===== config.mk =====
export PLATFORM = sky130hd
export DESIGN_NAME = catch_scorer
export DESIGN_NICKNAME = d
export VERILOG_FILES = /design/src/rtl/ball_pkg.sv /design/src/rtl/tick_gen.sv /design/src/rtl/catch_scorer.sv
export SDC_FILE = /design/constraint.sdc
export NUM_CORES = 1
export LEC_CHECK = 0
export CORE_MARGIN = 8
export CORE_UTILIZATION = 54
export DETAILED_ROUTE_END_ITERATION = 10
export GPL_ROUTABILITY_DRIVEN = 0
export PLACE_DENSITY = 0.91
export SETUP_SLACK_MARGIN = 0.5
export SLEW_MARGIN = 20
export SYNTH_ARGS = -nofsm -noshare
export SYNTH_HDL_FRONTEND = slang
export SYNTH_HIERARCHICAL = 1
export SYNTH_SLANG_ARGS = --single-unit

===== constraint.sdc =====
create_clock -name clk -period 3.8 [get_ports clk]
set_clock_uncertainty 0.2 [all_clocks]
set_input_delay 0.57 -clock clk [delete_from_list [all_inputs] [get_ports clk]]
set_output_delay 0.57 -clock clk [all_outputs]
set_load 0.02 [all_outputs]

===== src/rtl/ball_pkg.sv =====
// Shared encodings for the ball state machine and its downstream consumers.
package ball_pkg;

  localparam logic [1:0] BALL_AIR = 2'd0;
  localparam logic [1:0] BALL_G1  = 2'd1;
  localparam logic [1:0] BALL_G2  = 2'd2;

  localparam int BALL_RADIUS_MM = 50;

  typedef enum logic [1:0] {
    GS_IDLE    = 2'd0,
    GS_HELD    = 2'd1,
    GS_FLIGHT  = 2'd2,
    GS_DROPPED = 2'd3
  } game_state_t;

  // Encoding 3 is not a legal ball position; treat it as airborne.
  function automatic logic [1:0] ball_norm(input logic [1:0] b);
    return (b == 2'd3) ? BALL_AIR : b;
  endfunction

  function automatic logic is_glove(input logic [1:0] b);
    return (b == BALL_G1) || (b == BALL_G2);
  endfunction

endpackage


===== src/rtl/tick_gen.sv =====
// Free-running tick divider: one-cycle pulse every CLKS_PER_TICK clocks.
module tick_gen #(
  parameter int CLKS_PER_TICK = 210938
) (
  input  logic clk,
  input  logic reset,
  output logic tick
);

  localparam int CW = (CLKS_PER_TICK > 1) ? $clog2(CLKS_PER_TICK) : 1;
  localparam logic [CW-1:0] RELOAD = CW'(CLKS_PER_TICK - 1);

  logic [CW-1:0] cnt_q;

  // Counter starts at terminal count, so the first tick lands right after reset.
  always_ff @(posedge clk) begin
    if (reset)
      cnt_q <= '0;
    else if (cnt_q == '0)
      cnt_q <= RELOAD;
    else
      cnt_q <= cnt_q - CW'(1);
  end

  assign tick = (cnt_q == '0);

endmodule


===== src/rtl/catch_scorer.sv =====
// Rally tracker behind the ball state machine: pass score, streaks, drop detection.
//   state      | meaning
//   GS_IDLE    | no glove holds the ball, waiting for one to pick it up
//   GS_HELD    | a glove (holder) has the ball
//   GS_FLIGHT  | ball thrown by thrower, counting flight ticks
//   GS_DROPPED | ball hit floor or timed out, holding before IDLE
module catch_scorer
  import ball_pkg::*;
#(
  parameter int CLKS_PER_TICK  = 210938,
  parameter int FLOOR_MM       = BALL_RADIUS_MM + 5,
  parameter int FLIGHT_TIMEOUT = 640,
  parameter int DROP_HOLD      = 256
) (
  input  logic        clk,
  input  logic        reset,
  input  logic [1:0]  ball_state,
  input  logic [15:0] ball_y,
  input  logic        catch_event,
  input  logic        throw_event,
  output logic [1:0]  game_state,
  output logic [15:0] score,
  output logic [7:0]  streak,
  output logic [7:0]  best_streak,
  output logic [9:0]  flight_ticks,
  output logic        pass_event,
  output logic        drop_event
);

  localparam int HW = (DROP_HOLD > 1) ? $clog2(DROP_HOLD) : 1;
  localparam logic [HW-1:0] HOLD_RELOAD = HW'(DROP_HOLD - 1);
  localparam logic [15:0]   FLOOR_Y     = 16'(FLOOR_MM);
  localparam logic [9:0]    FT_LAST     = 10'(FLIGHT_TIMEOUT - 1);

  logic          tick;
  logic [1:0]    bs;
  logic          glove;
  logic          floor_hit;
  logic [7:0]    streak_inc;
  logic [15:0]   score_inc;

  game_state_t   state_q;
  logic [1:0]    holder_q;
  logic [1:0]    thrower_q;
  logic [HW-1:0] hold_q;
  logic [15:0]   score_q;
  logic [7:0]    streak_q;
  logic [7:0]    best_q;
  logic [9:0]    ft_q;
  logic          pass_q;
  logic          drop_q;

  tick_gen #(.CLKS_PER_TICK(CLKS_PER_TICK)) u_tick (
    .clk   (clk),
    .reset (reset),
    .tick  (tick)
  );

  assign bs         = ball_norm(ball_state);
  assign glove      = is_glove(bs);
  assign floor_hit  = (ball_y < FLOOR_Y);
  assign streak_inc = (streak_q == 8'hFF) ? streak_q : streak_q + 8'd1;
  assign score_inc  = (score_q == 16'hFFFF) ? score_q : score_q + 16'd1;

  always_ff @(posedge clk) begin
    if (reset) begin
      state_q   <= GS_IDLE;
      holder_q  <= BALL_AIR;
      thrower_q <= BALL_AIR;
      hold_q    <= '0;
      score_q   <= '0;
      streak_q  <= '0;
      best_q    <= '0;
      ft_q      <= '0;
      pass_q    <= 1'b0;
      drop_q    <= 1'b0;
    end else begin
      pass_q <= 1'b0;
      drop_q <= 1'b0;
      case (state_q)
        GS_IDLE: begin
          if (glove) begin
            state_q  <= GS_HELD;
            holder_q <= bs;
          end
        end
        GS_HELD: begin
          if (throw_event) begin
            state_q   <= GS_FLIGHT;
            thrower_q <= holder_q;
            ft_q      <= '0;
          end else if (glove && bs != holder_q) begin
            holder_q <= bs;
          end
        end
        GS_FLIGHT: begin
          if (catch_event && glove) begin
            state_q  <= GS_HELD;
            holder_q <= bs;
            if (bs != thrower_q) begin
              score_q  <= score_inc;
              streak_q <= streak_inc;
              if (streak_inc > best_q) best_q <= streak_inc;
              pass_q   <= 1'b1;
            end
          end else if (glove) begin
            // Respawn at a glove without a catch breaks the rally.
            state_q  <= GS_HELD;
            holder_q <= bs;
            streak_q <= '0;
          end else if (floor_hit || (tick && ft_q == FT_LAST)) begin
            state_q  <= GS_DROPPED;
            hold_q   <= HOLD_RELOAD;
            streak_q <= '0;
            drop_q   <= 1'b1;
            if (!floor_hit) ft_q <= ft_q + 10'd1;
          end else if (tick) begin
            ft_q <= ft_q + 10'd1;
          end
        end
        GS_DROPPED: begin
          if (glove) begin
            state_q  <= GS_HELD;
            holder_q <= bs;
            hold_q   <= HOLD_RELOAD;
          end else if (tick) begin
            if (hold_q == '0)
              state_q <= GS_IDLE;
            else
              hold_q <= hold_q - HW'(1);
          end
        end
      endcase
    end
  end

  assign game_state   = state_q;
  assign score        = score_q;
  assign streak       = streak_q;
  assign best_streak  = best_q;
  assign flight_ticks = ft_q;
  assign pass_event   = pass_q;
  assign drop_event   = drop_q;

endmodule


# --- Word level (Yosys, flattened, before mapping) ---
# Index checks and enable logic that the tools add are counted.
totals:
  regBits: 76
  inputBits: 22
  output_inout_bits: 46
  elab_cells: 107
op_classes:
  n_addsub: 5
  n_lt_le_gt_ge: 2
  n_eq_ne: 25
  mux: 37
  bitwise: 3
  reduce_logical: 23
ops:
  columns: ["operator", "n"]
  rows:
  - ["$mux W8", 11]
  - ["$mux W10", 6]
  - ["$mux W2", 13]
  - ["$pmux W10 S2", 1]
  - ["$logic_not A18 Y1", 1]
  - ["$mux W18", 1]
  - ["$sub A18 B1 Y18 const B", 1]
  - ["$add A16 B1 Y16 const B", 1]
  - ["$eq A16 B16 Y1 const B", 1]
  - ["$lt A16 B6 Y1 const B", 1]
  - ["$pmux W8 S2", 1]
  - ["$ne A3 B3 Y1 const B", 5]
  - ["$ne A2 B2 Y1 const B", 7]
  - ["$reduce_and A6 Y1", 2]
  - ["$add A10 B1 Y10 const B", 1]
  - ["$eq A10 B10 Y1 const B", 1]
  - ["$add A8 B1 Y8 const B", 1]
  - ["$eq A2 B2 Y1 const B", 4]
  - ["$eq A8 B8 Y1 const B", 1]
  - ["$gt A8 B8 Y1", 1]
  - ["$logic_not A8 Y1", 1]
  - ["$pmux W2 S4", 1]
  - ["$reduce_and A4 Y1", 2]
  - ["$sub A8 B1 Y8 const B", 1]
  - ["other kinds (18)", 29]

# --- Logic depth before layout (Yosys ltp) ---
# Gate-level depths: netlist (run 1).
depth:
  depth_word: 8
  ltp_mapped: 12
  ltp_nobuf: 11

# --- Hierarchy ---
# The synthesis (run 1) kept the hierarchy.
by_module_without_submodules:
  columns: ["mod", "n_inst", "cells_per_inst", "area_per_inst_um2", "seq_area_each_um2"]
  rows:
  - ["catch_scorer", 1, 388, 3328.2, 1161.1]
  - ["tick_gen", 1, 94, 853.3, 360.3]

# --- Least setup slack after synthesis (run 1) ---
# No wires, ideal clock.
synth_timing:
  path_type: "register to register"
  from: "register streak_q[0] (netlist: streak[0])"
  to: "register best_q[0] (netlist: best_streak[0])"
  setup_time_ns: 0.121
  arrival_time_ns: 2.738
  t_required_ns: 3.479
  slack_ns: 0.741
  stages_incl_launch_ff: 13
  n_path_buf: 1
  period_less_slack_ns: 3.059
  cell_sequence: "dfxtp_1 > ha_1 > nand3_1 > or2_1 > mux2i_1 > inv_1 > ha_1 > nor2b_1 > o211ai_1 > a21oi_1 > o221a_2 > buf_2 > mux2_2"
synth_between:
  elab_chain_len: 4
  elab_cells_between_ends: 5
  cone_classes: "add/sub (1); order compare (1); eq/ne (1); mux (1); reduce/logical (1)"
synth_rtl:
  columns: ["item", "line", "text"]
  rows:
  - ["start, declared", "catch_scorer.sv:47", "logic [7:0] streak_q;"]
  - ["start signal, assigned", "catch_scorer.sv:102", "streak_q <= streak_inc;"]
  - ["$add A8 B1 Y8 / $eq A8 B8 Y1 (equally long branches)", "catch_scorer.sv:62", "assign streak_inc = (streak_q == 8'hFF) ? streak_q : streak_q + 8'd1;"]
  - ["$mux W8 (*)", "catch_scorer.sv:62", null]
  - ["named net streak_inc[1]", "catch_scorer.sv:39", "logic [7:0] streak_inc;"]
  - ["$gt A8 B8 Y1 (*)", "catch_scorer.sv:103", "if (streak_inc > best_q) best_q <= streak_inc;"]
  - ["$reduce_and A4 Y1 (no source line) (*)", null, null]
  - ["end signal, assigned", "catch_scorer.sv:103", null]
  - ["end, declared", "catch_scorer.sv:48", "logic [7:0] best_q;"]
# The timed path passes the listed nets; every way through them passes the cells marked *.
# A chain may end at the register's enable or synchronous reset.

# --- Worst setup path after layout (run 1) ---
layout_timing:
  from: "register streak_q[1] (netlist: streak[1])"
  to: "register best_q[0] (netlist: best_streak[0])"
# The elaborated chain is that of the path after synthesis.

==> out/metrics.csv, run 1 <==
stage;metric;value;unit
finish;ANT cells;0;
routing;wire length on met2;5.121;mm
setup_path;biggest cell delay along the critical path;0.47;ns
power_and_ir_drop;peak supply drop;0.2717;mV
sta;slew of the pin with the lowest slew margin;0.7073;ns
routing;DRC;0;
sta;setup violators final;0;
floorplanning;die area;0.01082;mm2
placement;Port Buffer Count;67;
routing;met3 WL post-DR;652;um
synthesis;cell taking the most area after synthesis;dfxtp_1;
synthesis;Mapped Area;0.004182;mm2
setup_path;critical path required time;3.83;ns
clock_tree;clk sinks;76;
grt;vias in the first global route;3767;
sta;fin. max-slew vios;0;
power_and_ir_drop;power density cells;535.8;mW/mm2
floorplanning;starting density of the core;54.97;%
worst_hold_path;Hold WC Path Type;flip-flop to flip-flop;
synthesis;Ys Warns;6;
sta;TNS Setup;0;ns
setup_path;Critical Path End Type;flip-flop;
grt;GRT overflow;0;
floorplanning;Die X;104.0;um
routing;Pre-antenna DRT Iters;5;
grt;Total Routing Usage GR;18.79;%
setup_path;critical path's top delay family;compound AO/OA/AOI/OAI gates;
floorplanning;Core Box Area;0.007607;mm2
synthesis;Syn Area/Cell;8.675;um2
synthesis;distinct cell type count after synthesis;65;
clock_tree;CTS Hold Bufs;0;
status;status;complete, no violations;
placement;Detail Placement HPWL;7.555;mm
finish;synth-to-layout area growth;24.63;%
sta;final hold slack;0.2976;ns
sta;Hold Fails Final Rpt;0;
clock_tree;total CTS buffers;9;
setup_path;Crit-path slowest cell;or4b_1;
routing;Post-Route WL;10.66;mm
finish;fraction of layout cells with a size suffix above 1;10.29;%
placement;Place WS;0.4274;ns
setup_path;Worst R2R Setup Slack;0.66;ns
floorplanning;I/O pin cnt;68;
synthesis;syn nets;526;
clock_tree;H-tree levels;3;
clock_tree;CTS max path bufs;2;
setup_path;crit-path cells;ha_2, nand2_1, or4b_1, o21ai_0, inv_1, ha_1, nand2_1, o21ai_0, o221a_2, mux2_2;
routing;Routed wire per std cell;16.25;um
sta;minimum clock period;3.142;ns
synthesis;sequential area share after synthesis;36.39;%
flow_run;Max-Cap Viols;0;
synthesis;Synth top area share;36.39;%
synthesis;Synth area leaders;dfxtp_1, ha_1, nor2_1, xor2_1, a21oi_1;
sta;Rel. slew slack;52.75;%
setup_path;WP data arrival;3.18;ns
synthesis;Post-Synthesis Cells;482;
routing;ANT nets after route;0;
power_and_ir_drop;Lkg Pwr;0.001870;uW
synthesis;top_reg_cell synth;dfxtp_1;
clock_tree;clk root buf;clkbuf_8;
synthesis;flops & latches, synth;76;
setup_path;crit path max fanout;8;
floorplanning;Die Ht;104.0;um
grt;initial antenna violation count;0;
setup_path;CP Launch Type;flip-flop;
routing;DR top layer;met4;
setup_path;WS Path Type;flip-flop to flip-flop;
synthesis;FFs w/ async S/R, synth;0;%
clock_tree;worst skew pair latency;0.35;ns
floorplanning;FP Rows;32;
sta;RSZ-0062 raised after global routing;no;
grt;largest net degree at the start of global routing;50;
clock_tree;CTS tree;done;
sta;PnR worst setup slack;0.6582;ns
sta;Tcrit/Tclk final;82.68;%
setup_path;worst path buffer plus inverter count;1;
routing;via-per-instance ratio;6.011;
clock_tree;clock-pin slew on the worst setup and hold paths;0.07;ns
synthesis;most frequent cell after synthesis;dfxtp_1;
sta;f_max;0.3183;GHz
synthesis;EDFF count, synth;0;
finish;Final Non-Filler Cells;656;
grt;first-pass GRT wire length;17.29;mm
routing;wire length on met1;4.632;mm
routing;number of DRC markers in iteration 0;207;
finish;nets@finish;593;
placement;dpl cells;636;
routing;via count;3943;
synthesis;most common library cells after synthesis;dfxtp_1, nor2_1, a21oi_1;
## cells by family (layout without fill, tap and decap cells)
kind of cell,Yosys count,count (layout),synth area share (%)
compound gates,110,110,18.79
xor+xnor,30,30,6.284
fa+ha+maj,22,22,6.583
buf+inv,45,117,4.309
flops,76,76,36.39
mux,13,13,3.322
simple gates,186,186,24.33
## final timing paths
check,startpoint,endpoint,depth (start not counted)
setup reg to reg,streak[1],best_streak[0],10
hold / removal,best_streak[7],best_streak[7],2
hold reg to reg,best_streak[7],best_streak[7],2
setup / recovery,streak[1],best_streak[0],10
## flip-flops by register name (all words and copies together), names as in the netlist
signal and count:
thrower_q 2, pass_event 1, game_state 2, drop_event 1
streak 8, score 16, best_streak 8, u_tick/cnt_q 18
hold_q 8, holder_q 2, flight_ticks 10
## through the flow
stage               util (%)  area (um2)  power (uW)
floorplan                  -        4182        1787
global placement       64.65        4918        1973
detailed placement     64.65        4918        2028
CTS                    67.60        5142        2721
global route           68.50        5211        2947
finish                 68.50        5211        2792
## layer usage
layer	GRT usage [%]	vias up
met2	31.26	141
met1	22.01	1874
met3	4.585	26
li1	-	1902
met4	9.411	0
met5	0	-
## report_power, final
part / internal [uW] / switching [uW] / leakage [uW]
clock: 387 / 293 / 0.000107
sequential: 917 / 168 / 0.000618
combinational: 452 / 575 / 0.00115
## worst min-delay path, stage by stage, from the launching register on
cell and delay, ns:
dfxtp_1 0.32, nand2b_1 0.07, mux2i_1 0.06
## area by class of cell
class | count | area (um2)
clock buffers | 12 | 145.1
clock inverters | 4 | 72.57
fillers | 586 | 2396
inverters | 27 | 105.1
multi-input cells | 361 | 2519
flip-flops and latches | 76 | 1524
well taps | 102 | 127.6
repair buffers | 74 | 718.2
## layout by cell type, fill, tap and decap left out, types with 4 or more instances in the layout
cell             instances
a211oi_1                 4
ha_1                    21
or4_1                    6
nand3_1                 15
a31oi_1                 11
nand4_1                 12
nor2b_1                  4
inv_1                   25
o211ai_1                 6
mux2_2                   7
dfxtp_1                 74
o31ai_1                  9
nand2_1                 30
xnor2_1                 11
and3_1                   7
clkdlybuf4s50_1         66
o2111ai_1                6
mux2i_1                  5
o21ai_0                  5
clkbuf_8                10
and4_1                   4
a22o_1                   6
or3_1                    8
nor3b_1                  5
a21oi_1                 31
buf_4                    7
nand2b_1                10
and2_1                   6
xor2_1                  19
nor3_1                  10
a311oi_1                 8
nor2_1                  47
## repair_timing
item                       4_1_cts  5_1_grt
buffers inserted                 0        4
gates resized for setup          1       10
pin swaps                        0        2
setup endpoints to repair        7       27
Note: power is estimated with default switching activity, not from simulation.
==> run 2: changes to the inputs <==
clock period = 3.2 ns   (was 3.8 ns; I/O delays follow)
==> out/metrics.csv, run 2 (synthesis gave the netlist of run 1 again) <==
stage;metric;value;unit
finish;most frequent cells in the layout;clkdlybuf4s50_1, dfxtp_1, nor2_1;
grt;vias in the first global route;3991;
grt;Total Routing Usage GR;20.27;%
finish;# fillers;475;
routing;via count;4260;
floorplanning;Core Box Area;0.007607;mm2
sta;final hold slack;0.2891;ns
power_and_ir_drop;total power;3612;uW
power_and_ir_drop;Lkg Pwr;0.002133;uW
setup_path;Critical Path End Type;flip-flop;
power_and_ir_drop;power density cells;625.6;mW/mm2
floorplanning;FP Rows;32;
sta;Tcrit/Tclk final;89.77;%
status;status;complete, no violations;
flow_run;Max-Cap Viols;0;
sta;Hold Fails Final Rpt;0;
power_and_ir_drop;NetSw;1346;uW
sta;setup violators final;0;
placement;Port Buffer Count;67;
routing;via-per-instance ratio;6.129;
clock_tree;CTS tree;done;
finish;synth-to-layout area growth;38.06;%
sta;fin. max-slew vios;0;
floorplanning;Die Ht;104.0;um
clock_tree;total CTS buffers;9;
routing;DRC;0;
grt;first-pass GRT wire length;18.73;mm
power_and_ir_drop;Seq pwr share;35.5;%
sta;Rel. slew slack;58.77;%
finish;Largest register FFs;18;
sta;f_max;0.3481;GHz
finish;most common cell after layout, fill and taps aside;clkdlybuf4s50_1;
power_and_ir_drop;switching portion of total power;37.27;%
clock_tree;clk sinks;76;
finish;nets@finish;632;
clock_tree;clock-pin slew on the worst setup and hold paths;0.09;ns
setup_path;CP Launch Type;flip-flop;
clock_tree;clk root buf;clkbuf_8;
grt;initial antenna violation count;0;
routing;Routed wire per std cell;17.74;um
power_and_ir_drop;Gate power share;41.3;%
sta;minimum clock period;2.873;ns
routing;number of DRC markers in iteration 0;265;
power_and_ir_drop;Pint;2266;uW
floorplanning;I/O pin cnt;68;
placement;DP Area;0.005046;mm2
clock_tree;CTS max path bufs;2;
sta;RSZ-0062 raised after global routing;yes;
routing;Post-Route WL;12.33;mm
setup_path;WP data arrival;2.93;ns
finish;fraction of layout cells with a size suffix above 1;22.77;%
routing;Pre-antenna DRT Iters;5;
grt;largest net degree at the start of global routing;49;
floorplanning;starting density of the core;54.97;%
power_and_ir_drop;peak supply drop;0.3222;mV
finish;Largest Register;u_tick/cnt_q;
floorplanning;Die X;104.0;um
routing;ANT nets after route;0;
clock_tree;worst skew pair latency;0.36;ns
worst_hold_path;Hold WC Path Type;flip-flop to flip-flop;
power_and_ir_drop;share of power burned in the clock network;23.2;%
floorplanning;die area;0.01082;mm2
placement;Detail Placement HPWL;7.528;mm
setup_path;WS Path Type;flip-flop to flip-flop;
clock_tree;H-tree levels;3;
finish;post-route design area;0.005773;mm2
finish;ANT cells;0;
setup_path;crit path max fanout;8;
sta;TNS Setup;0;ns
grt;GRT overflow;0;
setup_path;critical path required time;3.26;ns
sta;slew of the pin with the lowest slew margin;0.6098;ns
==> run 2: cell types whose count changed in the layout (fill, tap and decap cells not counted), moves of 3 or more <==
cell / delta
dfxtp_4: +7
nand3_2: +3
a21oi_2: +4
dfxtp_1: -9
a21oi_1: -5
buf_4: +38
ha_1: -4
ha_4: +5
nand3_1: -4
mux2_2: -7
mux2_4: +7
==> run 2: area by class of cell <==
cell class | count | area (um2) | area share (%)
Sequential cell | 76 | 1553 | 26.90
Tap cell | 102 | 127.6 | 2.211
Clock buffer | 9 | 123.9 | 2.146
Clock inverter | 7 | 97.59 | 1.691
Multi-Input combinational cell | 361 | 2748 | 47.59
Inverter | 27 | 108.9 | 1.886
Timing Repair Buffer | 113 | 1015 | 17.58
==> run 2: power groups by stage <==
stage	logic, uW	clock network (uW)	registers (uW)
floorplan	866	0	1270
global placement	1150	0	1270
detailed placement	1200	0	1290
CTS	1270	839	1270
global route	1620	890	1310
finish	1490	837	1280
==> run 2: what timing repair did <==
action / in CTS / in global routing
gates resized for setup: 22 / 34
endpoints found under the hold margin: 0 / 0
endpoints found under the setup margin: 29 / 35
pin swaps: 10 / 21
buffers inserted: 15 / 18
hold buffers: 0 / 0
==> run 2: path summary, 6_finish.rpt <==
check	startpoint	slack [ns]	endpoint	cells past startpoint
worst min-delay path	thrower_q[0]	0.29	thrower_q[0]	2
worst min register to register	thrower_q[0]	0.29	thrower_q[0]	2
worst max-delay path	streak[3]	0.33	best_streak[1]	10
worst max register to register	streak[3]	0.33	best_streak[1]	10
==> run 2: through the flow <==
| step | utilization (%) | cells | setup WS, ns |
|---|---|---|---|
| floorplan | - | 482 | 0.4590 |
| global placement | 66.33 | 646 | 0.2312 |
| detailed placement | 66.33 | 646 | 0.1935 |
| CTS | 71.96 | 677 | 0.4205 |
| global route | 75.89 | 695 | 0.2923 |
| finish | 75.89 | 695 | 0.3273 |
==> run 2: metal layers <==
metal / vias to the layer above / wire length [um] / global-route usage, %
met5: - / 0 / 0
met4: 0 / 350 / 8.790
met3: 41 / 866 / 4.523
met2: 201 / 6039 / 33.73
met1: 2035 / 5072 / 24.50
li1: 1983 / - / -
==> run 2: worst max-delay path, stage by stage (launching register included) <==
cell and delay [ns]:
dfxtp_4 0.36, buf_4 0.14, nand3_2 0.09, or4b_4 0.54
o21ai_4 0.09, inv_2 0.08, ha_4 0.28, nand4_1 0.16
a21oi_2 0.18, o221a_4 0.32, mux2_4 0.32
==> patch, RTL diff (flow settings as in run 1) <==
Put one more register stage on the output `flight_ticks`, with the module's reset. The value now appears one clock later. The other outputs are not delayed to match.
--- a/src/rtl/catch_scorer.sv
+++ b/src/rtl/catch_scorer.sv
@@ -138,7 +138,13 @@
   assign score        = score_q;
   assign streak       = streak_q;
   assign best_streak  = best_q;
-  assign flight_ticks = ft_q;
+  always_ff @(posedge clk) begin
+    if (reset) begin
+      flight_ticks <= '0;
+    end else begin
+      flight_ticks <= ft_q;
+    end
+  end
   assign pass_event   = pass_q;
   assign drop_event   = drop_q;
 
Behaviour: same outputs for any inputs over 10 cycles, from zero or initial values and one cycle with reset high; that may be too few to reach the edited logic, so the function may still have changed.
==> patch against run 1 <==
  * Sequential cell count increased by 10
  * Setup slack improved by 0.0026 ns
  * First-iteration DRC count grew 24%
  * Area after synthesis rose by 8.6%
  * Routed wire length grew 4.9%
  * Sequential power rose by 8%
  * Power increased by 8.2%
  * Final area is 7.5% higher
  * Core utilization barely moved
==> patch: results (changes against run 1) <==
[synth]
synth_nets = 563  ; +7.0%
seq_area_frac_synth_pct = 37.93  ; +1.5 points
synth_cell_types = 64  ; -1.5%
muxShareOfSynthArea_pct = 3.914  ; +0.59 points
avgSynthCellArea_um2 = 8.746  ; +0.82%
synth_common_cells = dfxtp_1, nor2_1, nand2_1
synth_fa_ha_area_share_pct = 6.064  ; -0.52 points
synthTopCellsByArea = dfxtp_1, ha_1, nor2_1
synth-xor-area-share_pct = 5.595  ; -0.69 points
synth_compound_area_share_pct = 18.25  ; -0.54 points

[global_route]
grt_use_total_pct = 19.86  ; +1.1 points
met3_usage_pct = 4.850  ; +0.27 points
met2_usage_pct = 34.21  ; +3.0 points
use_met1_pct = 22.31  ; +0.30 points
grt_pass1_wl_um = 18930  ; +9.5%
grt_pass1_vias = 4130  ; +9.6%
grt_max_degree = 73  ; +46%

[clock_tree]
clk-insertion-delay-late_ns = 0.38  ; +0.03 ns
cts.clk_slew.worst_paths_ns = 0.09  ; +0.02 ns

[sta]
relSlewSlack_pct = 38.45  ; -14 points

[detailed_routing]
first_iter_violations = 257  ; +24%
via_per_inst = 5.945  ; -1.1%
wire_per_inst_um = 16.07  ; -1.1%

[finish]
drive_gt1_share_pct = 8.799  ; -1.5 points
finalNetCount = 630  ; +6.2%
layout.cells.non_filler = 696  ; +6.1%
nFillCells = 617  ; +5.3%

[placement]
place_inst = 679  ; +6.8%
hpwl_um = 8093  ; +7.1%
placed_area_um2 = 5316  ; +8.1%

[outcome]
status = completed

[worst_setup_path]
path_max_fanout = 13  ; +5

[power_and_ir_drop]
vdd_ir_drop_max_mv = 0.2465  ; -9.3%
p_switching_mw = 1.073  ; +3.5%
power_leakage_nw = 2.032  ; +8.7%

==> patch: power groups by stage <==
stage               registers, mW  logic (mW)  clock network [mW]
floorplan                    1.16       0.786                   0
global placement             1.17       0.960                   0
detailed placement           1.18        1.02                   0
CTS                          1.16        1.02               0.813
global route                 1.19        1.17               0.846
finish                       1.17        1.05               0.799
==> patch: worst max-delay path, cell delays in order, from the launching register on <==
cell       delay (ns)
dfxtp_1          0.39
nor4_2           0.39
nand3_1          0.15
or2_2            0.44
inv_1            0.12
nand4_1          0.22
and3_4           0.29
o41a_1           0.43
a2111oi_2        0.39
==> patch: repair_timing <==
| action | 4_1_cts | 5_1_grt |
|---|---|---|
| setup endpoints to repair | 7 | 18 |
| resized for setup | 1 | 5 |
| pin swaps | 0 | 1 |
| setup buffers | 0 | 1 |
==> patch: layout make-up <==
cell class	count	area share, %
clock inverter	6	2.076
multi-input combinational	390	47.96
timing repair buffer	73	12.68
sequential	86	30.74
inverter	26	1.741
clock buffer	10	2.456
tap	105	2.344
==> patch: path summary, 6_finish.rpt <==
path	startpoint	to	slack, ns	cells past startpoint
max	u_tick/cnt_q[12]$_SDFF_PP0_	game_state[0]$_SDFFE_PP0P_	0.66	8
min	holder_q[1]$_SDFFE_PP0P_	thrower_q[1]$_SDFFE_PP0P_	0.28	2
max reg2reg	u_tick/cnt_q[12]$_SDFF_PP0_	game_state[0]$_SDFFE_PP0P_	0.66	8
min reg2reg	holder_q[1]$_SDFFE_PP0P_	thrower_q[1]$_SDFFE_PP0P_	0.28	2
==> patch: cells by family after synthesis <==
kind of cell             count (synthesis)
AO/OA/AOI/OAI                          114
XOR/XNOR                                29
adder cells (fa/ha/maj)                 22
buffers and inverters                   43
flip-flops                              86
multiplexers                            17
AND/OR/NAND/NOR                        208
==> patch: per-stage QoR <==
stage                     setup slack [ns]  power, mW  hold WS (ns)  utilization [%]
final                               0.6608      3.020        0.2792            68.55
after global routing                0.4740      3.208        0.2959            68.55
after CTS                           0.5114      2.999        0.2813            68.20
after detailed placement            0.5361      2.198        0.2676            65.03
after global placement              0.6778      2.130        0.2586            65.03
after floorplan                     0.5144      1.947        0.2412                -
==> patch: routing by layer <==
layer  wire length [µm]  share of wire (%)  vias to the layer above
met2               5437                 49                      157
met1               4702                 42                     1911
met4                304                2.7                        0
li1                   -                  -                     2039
met5                  0                  0                        -
met3                738                6.6                       31
